--- src/rtl/regfile_write_arbiter.sv ---
// Register-file write-port arbiter.
// Two writers share the port: the pipeline WB stage (P) and a multi-cycle
// unit (M). P normally has priority. After STARVE_MAX consecutive lost cycles,
// M is forced through on the next cycle. The arbitration decision is
// combinational, and the write to the register file is registered one cycle
// later. Writes to $0 are handshaken but never issued.
module regfile_write_arbiter #(
  parameter int DATA_W     = 32,
  parameter int STARVE_MAX = 3
) (
  input  logic              clk,
  input  logic              rst,
  input  logic              p_valid,
  output logic              p_ready,
  input  logic [4:0]        p_addr,
  input  logic [DATA_W-1:0] p_data,
  input  logic              p_flush,
  input  logic              m_valid,
  output logic              m_ready,
  input  logic [4:0]        m_addr,
  input  logic [DATA_W-1:0] m_data,
  output logic              wr_en,
  output logic [4:0]        wr_addr,
  output logic [DATA_W-1:0] wr_data,
  output logic [3:0]        starve_cnt
);

  typedef enum logic {P_PRI, M_FORCE} state_t;

  localparam logic [3:0] STARVE_LIM = 4'(STARVE_MAX);

  state_t            state_q, state_d;
  logic [3:0]        cnt_q, cnt_d;
  logic              wr_en_q, wr_en_d;
  logic [4:0]        wr_addr_q, wr_addr_d;
  logic [DATA_W-1:0] wr_data_q, wr_data_d;

  logic p_act;
  logic p_win;
  logic m_win;

  // Pick this cycle's winner; a flushed P request does not compete.
  always_comb begin
    p_act = p_valid & ~p_flush;
    p_win = 1'b0;
    m_win = 1'b0;
    if (!rst) begin
      if (state_q == M_FORCE) begin
        m_win = m_valid;
        p_win = p_act & ~m_valid;
      end else begin
        p_win = p_act;
        m_win = ~p_act & m_valid;
      end
    end
  end

  assign p_ready = ~rst & (p_win | ~p_act);
  assign m_ready = m_win;

  // Next starvation count, next FSM state, and the write to issue next cycle.
  always_comb begin
    cnt_d     = cnt_q;
    state_d   = state_q;
    wr_en_d   = 1'b0;
    wr_addr_d = wr_addr_q;
    wr_data_d = wr_data_q;

    if (m_win || !m_valid) begin
      cnt_d = 4'd0;
    end else if (cnt_q < STARVE_LIM) begin
      cnt_d = cnt_q + 4'd1;
    end

    case (state_q)
      P_PRI:   if (cnt_d == STARVE_LIM) state_d = M_FORCE;
      M_FORCE: if (m_win || !m_valid) state_d = P_PRI;
      default: state_d = P_PRI;
    endcase

    // Address and data hold unless a real (non-$0) write is issued.
    if (m_win && m_addr != 5'd0) begin
      wr_en_d   = 1'b1;
      wr_addr_d = m_addr;
      wr_data_d = m_data;
    end else if (p_win && p_addr != 5'd0) begin
      wr_en_d   = 1'b1;
      wr_addr_d = p_addr;
      wr_data_d = p_data;
    end
  end

  // State and registered write-port outputs; reset overrides everything.
  always_ff @(posedge clk) begin
    if (rst) begin
      state_q   <= P_PRI;
      cnt_q     <= 4'd0;
      wr_en_q   <= 1'b0;
      wr_addr_q <= 5'd0;
      wr_data_q <= '0;
    end else begin
      state_q   <= state_d;
      cnt_q     <= cnt_d;
      wr_en_q   <= wr_en_d;
      wr_addr_q <= wr_addr_d;
      wr_data_q <= wr_data_d;
    end
  end

  assign wr_en      = wr_en_q;
  assign wr_addr    = wr_addr_q;
  assign wr_data    = wr_data_q;
  assign starve_cnt = cnt_q;

endmodule

--- config.mk ---
export PLATFORM = sky130hd
export DESIGN_NAME = regfile_write_arbiter
export DESIGN_NICKNAME = d
export VERILOG_FILES = /design/src/rtl/regfile_write_arbiter.sv
export SDC_FILE = /design/constraint.sdc
export NUM_CORES = 1
export LEC_CHECK = 0
export CORE_MARGIN = 1
export CORE_UTILIZATION = 37
export DETAILED_ROUTE_END_ITERATION = 6
export MAX_ROUTING_LAYER = met4
export PLACE_DENSITY = 0.77
export SLEW_MARGIN = 20
export SYNTH_ARGS = -nofsm -noshare
export SYNTH_HDL_FRONTEND = slang
export SYNTH_SLANG_ARGS = --single-unit
--- constraint.sdc ---
create_clock -name clk -period 2.2 [get_ports clk]
set_input_delay 0.55 -clock clk [delete_from_list [all_inputs] [get_ports clk]]
set_output_delay 0.55 -clock clk [all_outputs]
set_load 0.01 [all_outputs]
==> summary.txt, run 1 <==
Die
  • Die Y: 75.9 µm
  • # IOs: 123
  • Rows: 26
  • Initial Util: 0.391
  • Die Area: 5770 µm²
  • Die width: 75.9 µm
  • Total core area: 5170 µm²

Synth
  • Synth Area in Simple Gates: 0.249
  • XOR/XNOR share of the synthesized area: 0.00866
  • Synth Area in Adders: 0.00618
  • Seq/Total Area, Yosys: 0.425
  • Synth Flop Type: dfxtp_1
  • Syn. warnings: 0
  • Mapped cell area: 2020 µm²
  • Ranking of synthesized cells by area: dfxtp_1 43%, a311oi_2 15%, nand2_1 12%
  • Post-synthesis mux area share: 0.00495
  • FF+latch count, synth: 43
  • Synth cell count leaders: 67 x nand2_1, 43 x dfxtp_1, 41 x nor2_1
  • Post-synth EDFFs: 0
  • Avg Synthesized Cell Area: 8.61 µm²
  • Largest family of logic cells by synthesized area: compound AO/OA/AOI/OAI gates
  • Count leader, synth: nand2_1
  • Area fraction in compound gates after synthesis: 0.252
  • Post-synth top area share: 0.425
  • Area leader, netlist: dfxtp_1
  • Post-synthesis net count: 315
  • Synth unique cells: 30
  • Cell count after synthesis: 235
  • Synth async-reset ratio: 0

Detailed routing
  • Vias/cell: 5.05
  • DRT antenna net count: 0
  • Final WL: 5720 µm
  • Vias: 2163
  • Initial DRC count: 70
  • Drt drc: 0
  • Avg WL per Cell: 13.4 µm
  • Iteration count of the initial detailed-routing pass: 4

Setup path
  • Arr. time, crit path: 1610 ps
  • Largest delay share family, worst path: buffers and inverters
  • Slowest CP cell: clkdlybuf4s50_1
  • Crit-path max FO: 3
  • CP Cell Sequence: clkdlybuf4s50_1, nor3b_2, nor2_1, dlygate4sd2_1
  • CP Class: input port to output pin
  • Worst r2r src: state_q$_SDFF_PP0_
  • Crit. End Element: output pin
  • CP Depth: 4
  • Crit Reg-Reg Endpoint: wr_data[21]$_SDFFE_PP0P_
  • CP bufs+invs: 2
  • Worst r2r path cells: 6
  • Worst setup path end: m_ready
  • Startpoint Class: input port
  • Crit-path max cell delay: 490 ps
  • Setup crit start: p_valid
  • Req. time, crit path: 1650 ps
  • Reg2reg setup slack: 680 ps

Pwr
  • Power Total: 1890 µW
  • Seq pwr share: 0.455
  • Int Pwr: 1410 µW
  • Leak Pwr: 0.00129 µW
  • VDD IR max: 0.262 mV
  • Pwr/cell area: 543 nW/µm²
  • Clk pwr share: 0.293
  • Part of the power in combinational logic: 0.251
  • Net Sw Frac: 0.252
  • Net Sw Power: 477 µW

CTS
  • Postcts setup bufs: 0
  • Clock-pin slew on the worst setup and hold paths: 80 ps
  • CTS Root Cell: clkbuf_8
  • Post-cts resize count: 3
  • CTS tree: done
  • Num Clock Sinks: 43
  • H-tree levels: 2
  • Worst skew pair latency: 290 ps
  • Cts hold-fix bufs: 0
  • TritonCTS Buffers: 5
  • Clock Tree Buf Depth: 2

STA
  • Max Slew Vio Count: 0
  • Max_slew headroom: 0.650
  • Setup slack after layout: 37.5 ps
  • Final setup fails: 0
  • RSZ-0062 raised after global routing: yes
  • Max Fclk: 0.462 GHz
  • Max Clock Skew: 5.79 ps
  • Slew @ Worst Pin: 525 ps
  • Hold WS: 480 ps
  • Final worst-path cycle share: 0.983
  • Final Critical Period: 2160 ps
  • Fin. Hold Viols: 0

Layout
  • Final #Nets: 437
  • # diodes: 0
  • Share of cells above drive strength 1: 0.128
  • Layout area overhead: 72.0%
  • FILL cells: 413
  • Final instance area: 3480 µm²

Placed design
  • IO Port Bufs: 122
  • Final HPWL DP: 3980 µm
  • GPL Wtd Cong: 0.782
  • Dpl ws: -229 ps
  • Post-DP Area: 3380 µm²

Global route
  • GRT Util Overall: 0.209
  • Largest net degree at the start of global routing: 43
  • First-pass GRT wire length: 9600 µm
  • Initial antenna violation count: 0
  • Vias in the first global route: 2060
  • Gr ovfl total: 0

Hold path
  • Min-Delay Path Class: register to register

Flow run
  • Max_cap viols: 0

Run status
  • Outcome: completed
==> power groups by stage <==
| stage | Clock, µW | Sequential (µW) | Combinational (µW) |
|---|---|---|---|
| floorplan | 0 | 903 | 154 |
| global placement | 0 | 877 | 471 |
| detailed placement | 0 | 877 | 477 |
| CTS | 569 | 861 | 479 |
| global route | 608 | 868 | 510 |
| finish | 554 | 861 | 475 |
==> kinds of logic (layout without fill, tap and decap cells) <==
group	Yosys count	in the layout
fa+ha+maj	1	1
simple gates	122	122
flops	43	43
buf+inv	21	144
xor+xnor	2	2
compound gates	45	45
mux	1	1
==> worst register-to-register path, cell delays in order, from the launching register on <==
cell and delay, ps:
dfxtp_1 350, nor3b_2 220, buf_4 140, a211o_2 150, buf_12 230, nor2_1 100
a311oi_2 240
==> per-stage QoR <==
| stage | setup TNS [ps] | utilization | instances |
|---|---|---|---|
| 2_1_floorplan | 0 | - | 235 |
| 3_3_place_gp | -5840 | 0.653 | 420 |
| 3_5_place_dp | -6440 | 0.653 | 420 |
| 4_1_cts | 0 | 0.673 | 428 |
| 5_1_grt | -8.28 | 0.673 | 428 |
| 6_report | 0 | 0.673 | 428 |
==> how the worst min path moves through the flow <==
stage | end | slack, ps | cells after the start | start
after floorplan | wr_data[0]$_SDFFE_PP0P_ | 500 | 2 | wr_data[0]$_SDFFE_PP0P_
after global placement | wr_data[26]$_SDFFE_PP0P_ | 460 | 2 | wr_data[26]$_SDFFE_PP0P_
after detailed placement | wr_data[3]$_SDFFE_PP0P_ | 470 | 2 | wr_data[3]$_SDFFE_PP0P_
after CTS | wr_data[26]$_SDFFE_PP0P_ | 480 | 2 | wr_data[26]$_SDFFE_PP0P_
after global routing | wr_data[25]$_SDFFE_PP0P_ | 500 | 2 | wr_data[25]$_SDFFE_PP0P_
final | wr_data[3]$_SDFFE_PP0P_ | 480 | 2 | wr_data[3]$_SDFFE_PP0P_
==> routing by layer <==
layer,global-route usage,wire (µm)
met5,-,0
met1,0.250,2510
met2,0.340,2690
met3,0.0651,443
met4,0.0538,73
==> cells in the final DEF, fill, tap and decap left out, types with 3 or more instances in the layout <==
cell,instances
a211oi_1,4
a22oi_1,4
a311oi_1,12
a311oi_2,20
buf_12,4
buf_4,7
clkbuf_8,7
clkdlybuf4s50_1,119
dfxtp_1,43
nand2_1,67
nor2_1,41
nor4_1,3
==> state kept, by name, indices dropped and copies added, names as in the netlist <==
name        count
wr_addr         5
wr_en           1
state_q         1
wr_data        32
starve_cnt      4
==> layout make-up <==
class / instances / area (µm²) / area share
Multi-Input combinational cell: 171 / 1070 / 0.307
Inverter: 2 / 7.51 / 0.00216
Tap cell: 70 / 87.6 / 0.0252
Timing Repair Buffer: 134 / 1350 / 0.389
Clock buffer: 8 / 100 / 0.0288
Sequential cell: 43 / 861 / 0.247
No activity file was read; power rests on OpenSTA's default activity.
==> inputs of run 2 (changes only) <==
Settings changed: CORE_UTILIZATION 37 to 40, CTS_CLUSTER_DIAMETER set to 30, PLACE_DENSITY 0.77 to 0.83, SETUP_SLACK_MARGIN set to 0.15.
Clock period 2.2 ns to 2.8 ns, I/O delays scaled along.
==> summary.txt, run 2 (same netlist as run 1, synthesis figures left out) <==
Setup path
  • Slowest CP cell: clkdlybuf4s50_1
  • Arr. time, crit path: 1780 ps
  • Crit-path max FO: 3
  • CP bufs+invs: 3
  • CP Class: input port to output pin
  • Crit. End Element: output pin
  • CP Cell Sequence: clkdlybuf4s50_1, inv_1, a41oi_1, dlygate4sd2_1
  • Crit-path max cell delay: 530 ps
  • Largest delay share family, worst path: buffers and inverters
  • Startpoint Class: input port
  • Req. time, crit path: 2100 ps

Global route
  • Initial antenna violation count: 0
  • Largest net degree at the start of global routing: 75
  • First-pass GRT wire length: 8990 µm
  • Gr ovfl total: 0
  • Vias in the first global route: 1995
  • GRT Util Overall: 0.220

Placed design
  • GPL Wtd Cong: 0.743
  • Final HPWL DP: 3820 µm
  • IO Port Bufs: 122

CTS
  • CTS tree: done
  • Clock-pin slew on the worst setup and hold paths: 80 ps
  • Postcts setup bufs: 0
  • Worst skew pair latency: 290 ps
  • Cts hold-fix bufs: 0
  • CTS Root Cell: clkbuf_8
  • Clock Tree Buf Depth: 2
  • Num Clock Sinks: 43
  • TritonCTS Buffers: 5
  • H-tree levels: 2

Detailed routing
  • Initial DRC count: 75
  • Avg WL per Cell: 13.0 µm
  • DRT antenna net count: 0
  • Vias: 2092
  • Iteration count of the initial detailed-routing pass: 4
  • Drt drc: 0
  • Vias/cell: 4.97
  • Final WL: 5490 µm

STA
  • Max Fclk: 0.403 GHz
  • Max Slew Vio Count: 0
  • RSZ-0062 raised after global routing: no
  • Max_slew headroom: 0.730
  • Final Critical Period: 2480 ps
  • Max Clock Skew: 8.98 ps
  • Fin. Hold Viols: 0
  • Final setup fails: 0
  • Final worst-path cycle share: 0.887
  • Hold WS: 476 ps
  • Slew @ Worst Pin: 405 ps
  • Setup TNS: 0 ps

Layout
  • # diodes: 0
  • Most frequent cells in the layout: 119 x clkdlybuf4s50_1, 67 x nand2_1, 43 x dfxtp_1
  • Most common cell after layout, fill and taps aside: clkdlybuf4s50_1
  • Layout area overhead: 70.9%
  • Number of flip-flops in the largest register: 32
  • FILL cells: 371
  • Layout Utilization: 0.722
  • Final #Nets: 433
  • Share of cells above drive strength 1: 0.121

Die
  • Die Area: 5350 µm²
  • Die Y: 73.1 µm
  • Total core area: 4790 µm²
  • # IOs: 123
  • Rows: 25
  • Initial Util: 0.423
  • Die width: 73.1 µm

Pwr
  • Net Sw Frac: 0.241
  • Leak Pwr: 0.00128 µW
  • Part of the power in combinational logic: 0.238
  • Clk pwr share: 0.324
  • VDD IR max: 0.250 mV
  • Int Pwr: 1170 µW
  • Net Sw Power: 371 µW
  • Seq pwr share: 0.439
  • Pwr/cell area: 445 nW/µm²

Hold path
  • Min-Delay Path Class: register to register

Flow run
  • Max_cap viols: 0

Run status
  • Outcome: completed
==> run 2: layout make-up <==
| class | instances | area, µm² | share of cell area |
|---|---|---|---|
| clock buffer | 6 | 82.6 | 0.0239 |
| clock inverter | 2 | 35.0 | 0.0101 |
| inverter | 2 | 7.51 | 0.00217 |
| multi-input combinational | 171 | 1070 | 0.310 |
| sequential | 43 | 861 | 0.249 |
| tap | 67 | 83.8 | 0.0242 |
| timing repair buffer | 130 | 1320 | 0.380 |
==> run 2: path summary, 6_finish.rpt <==
check | start | endpoint | slack (ps) | cells after the start
max | p_flush | p_ready | 320 | 4
min | wr_data[1]$_SDFFE_PP0P_ | wr_data[1]$_SDFFE_PP0P_ | 480 | 2
max reg2reg | state_q$_SDFF_PP0_ | wr_data[0]$_SDFFE_PP0P_ | 1260 | 5
min reg2reg | wr_data[1]$_SDFFE_PP0P_ | wr_data[1]$_SDFFE_PP0P_ | 480 | 2
==> run 2: routing by layer <==
layer,track usage,vias to the layer above,part of all wire
li1,-,1068,-
met1,0.262,944,0.44
met2,0.371,76,0.48
met3,0.0483,4,0.070
met4,0.0654,0,0.0075
met5,-,-,0
==> run 2: metrics by stage <==
step           worst slack [ps]  instance area, µm²  total power (µW)  cells
2_1_floorplan               760                2020               830    235
3_3_place_gp               23.5                3330              1050    413
3_5_place_dp               53.8                3330              1060    413
4_1_cts                    52.2                3450              1560    421
5_1_grt                     217                3460              1610    421
6_report                    316                3460              1540    421
==> run 2: power groups by stage <==
| stage | registers [µW] | logic [µW] | clock network (µW) |
|---|---|---|---|
| 5_1_grt | 682 | 396 | 531 |
| 4_1_cts | 676 | 370 | 510 |
| 3_3_place_gp | 689 | 364 | 0 |
| 3_5_place_dp | 689 | 367 | 0 |
| 2_1_floorplan | 709 | 121 | 0 |
| 6_report | 675 | 366 | 498 |
==> run 2: tightest hold or removal path, stage by stage (launching register included) <==
cell,delay [ps]
dfxtp_1,310
nand2_1,50
a311oi_1,70
==> run 2: timing repair <==
item | 4_1_cts | 5_1_grt
pin swaps | 0 | 0
endpoints found under the setup margin | 2 | 1
hold endpoints to repair | 0 | 0
gates resized for setup | 3 | 1
==> inputs of run 3 (changes only) <==
--- a/config.mk
+++ b/config.mk
@@ -10,6 +10,8 @@
 export CTS_CLUSTER_DIAMETER = 30
 export DETAILED_ROUTE_END_ITERATION = 6
+export GPL_ROUTABILITY_DRIVEN = 1
 export MAX_ROUTING_LAYER = met4
 export PLACE_DENSITY = 0.83
+export REMOVE_ABC_BUFFERS = 1
 export SETUP_SLACK_MARGIN = 0.15
 export SLEW_MARGIN = 20
==> constraint.sdc (replaced) <==
create_clock -name clk -period 2.8 [get_ports clk]
set_input_delay 0.28 -clock clk [delete_from_list [all_inputs] [get_ports clk]]
set_output_delay 0.28 -clock clk [all_outputs]
set_load 0.01 [all_outputs]
==> summary.txt, run 3 (same netlist as run 1, synthesis figures left out) <==
STA
  • Max Fclk: 0.493 GHz
  • Slew @ Worst Pin: 454 ps
  • Final Critical Period: 2030 ps
  • RSZ-0062 raised after global routing: no
  • Setup slack after layout: 772 ps
  • Setup TNS: 0 ps
  • Hold WS: 370 ps
  • Final setup fails: 0
  • Max Clock Skew: 7.25 ps
  • Final worst-path cycle share: 0.724
  • Max_slew headroom: 0.696
  • Fin. Hold Viols: 0
  • Max Slew Vio Count: 0

Layout
  • FILL cells: 378
  • Share of cells above drive strength 1: 0.111
  • Final #Nets: 431
  • Number of flip-flops in the largest register: 32
  • Layout Utilization: 0.710
  • # diodes: 0
  • Most common cell after layout, fill and taps aside: clkdlybuf4s50_1
  • Layout area overhead: 67.8%
  • Most frequent cells in the layout: 121 x clkdlybuf4s50_1, 67 x nand2_1, 43 x dfxtp_1

Detailed routing
  • Avg WL per Cell: 14.3 µm
  • Final WL: 5970 µm
  • Vias: 2146
  • Vias/cell: 5.12
  • Drt drc: 0
  • Iteration count of the initial detailed-routing pass: 4
  • DRT antenna net count: 0
  • Initial DRC count: 133

Placed design
  • GPL Wtd Cong: 0.831
  • Dpl ws: 475 ps
  • Final HPWL DP: 4250 µm
  • IO Port Bufs: 122

CTS
  • Post-cts resize count: 0
  • H-tree levels: 2
  • Worst skew pair latency: 290 ps
  • Postcts setup bufs: 0
  • TritonCTS Buffers: 5
  • Cts hold-fix bufs: 0
  • CTS tree: done
  • CTS Root Cell: clkbuf_8
  • Clock Tree Buf Depth: 2
  • Num Clock Sinks: 43
  • Clock-pin slew on the worst setup and hold paths: 90 ps

Hold path
  • Worst hold path depth: 2
  • Hold Path End: wr_data[6]$_SDFFE_PP0P_
  • Min-Delay Path Class: input port to register
  • Min-delay src: rst

Run status
  • Outcome: completed

Pwr
  • VDD IR max: 0.241 mV
  • Leak Pwr: 0.00124 µW
  • Pwr/cell area: 454 nW/µm²

Setup path
  • Worst r2r path cells: 5
  • Worst r2r src: state_q$_SDFF_PP0_
  • Req. time, crit path: 2520 ps
  • Arr. time, crit path: 1750 ps
  • Crit Reg-Reg Endpoint: wr_data[10]$_SDFFE_PP0P_
  • Startpoint Class: input port
  • Crit-path max FO: 4
  • Reg2reg setup slack: 1150 ps
  • Crit. End Element: output pin
  • CP Class: input port to output pin

Global route
  • First-pass GRT wire length: 9480 µm
  • Largest net degree at the start of global routing: 40
  • Initial antenna violation count: 0
  • Vias in the first global route: 2097
  • GRT Util Overall: 0.233
  • Gr ovfl total: 0

Die
  • # IOs: 123
  • Die width: 73.1 µm
  • Die Area: 5350 µm²
  • Die Y: 73.1 µm
  • Initial Util: 0.423
  • Rows: 25
  • Total core area: 4790 µm²

Flow run
  • Max_cap viols: 0
run 3: stage by stage:
stage          cell area (µm²)  power, µW  std cells
6_report                  3400       1540        419
5_1_grt                   3400       1600        419
2_1_floorplan             1920        814        216
4_1_cts                   3400       1550        419
3_3_place_gp              3280       1050        411
3_5_place_dp              3280       1050        411
run 3: where the power goes:
group	total (µW)	switching, µW	internal, µW
combinational	363	144	220
sequential	677	22.5	654
clock	500	212	289
total	1540	378	1160
run 3: critical path: stages:
cell,delay [ps]
clkdlybuf4s50_1,530
nand2b_1,90
nor2_1,250
clkdlybuf4s50_1,590
run 3: how the worst max path moves through the flow:
stage                                          end  depth (start not counted)  slack (ps)       from
after global placement     wr_addr[1]$_SDFFE_PP0P_                          6         520  p_addr[2]
after detailed placement  wr_data[28]$_SDFFE_PP0P_                          6         480  p_addr[2]
after floorplan           wr_data[10]$_SDFFE_PP0P_                          4         350  m_addr[1]
final                                      m_ready                          4         770    m_valid
after global routing       wr_addr[4]$_SDFFE_PP0P_                          6         660  p_addr[2]
after CTS                 wr_data[28]$_SDFFE_PP0P_                          6         790  p_addr[2]
run 3: cell type report:
| cell class | instances | area [µm²] | area share |
|---|---|---|---|
| clock buffers | 6 | 82.6 | 0.0243 |
| repair buffers | 128 | 1260 | 0.371 |
| flip-flops and latches | 43 | 861 | 0.254 |
| well taps | 67 | 83.8 | 0.0247 |
| clock inverters | 2 | 35.0 | 0.0103 |
| inverters | 2 | 7.51 | 0.00221 |
| multi-input cells | 171 | 1060 | 0.314 |
run 3: layer usage:
layer,up-vias,global-route usage,routed length (µm)
met4,0,0.0588,70
li1,1060,-,-
met2,96,0.373,2920
met1,982,0.291,2570
met3,8,0.0608,410
met5,-,-,0
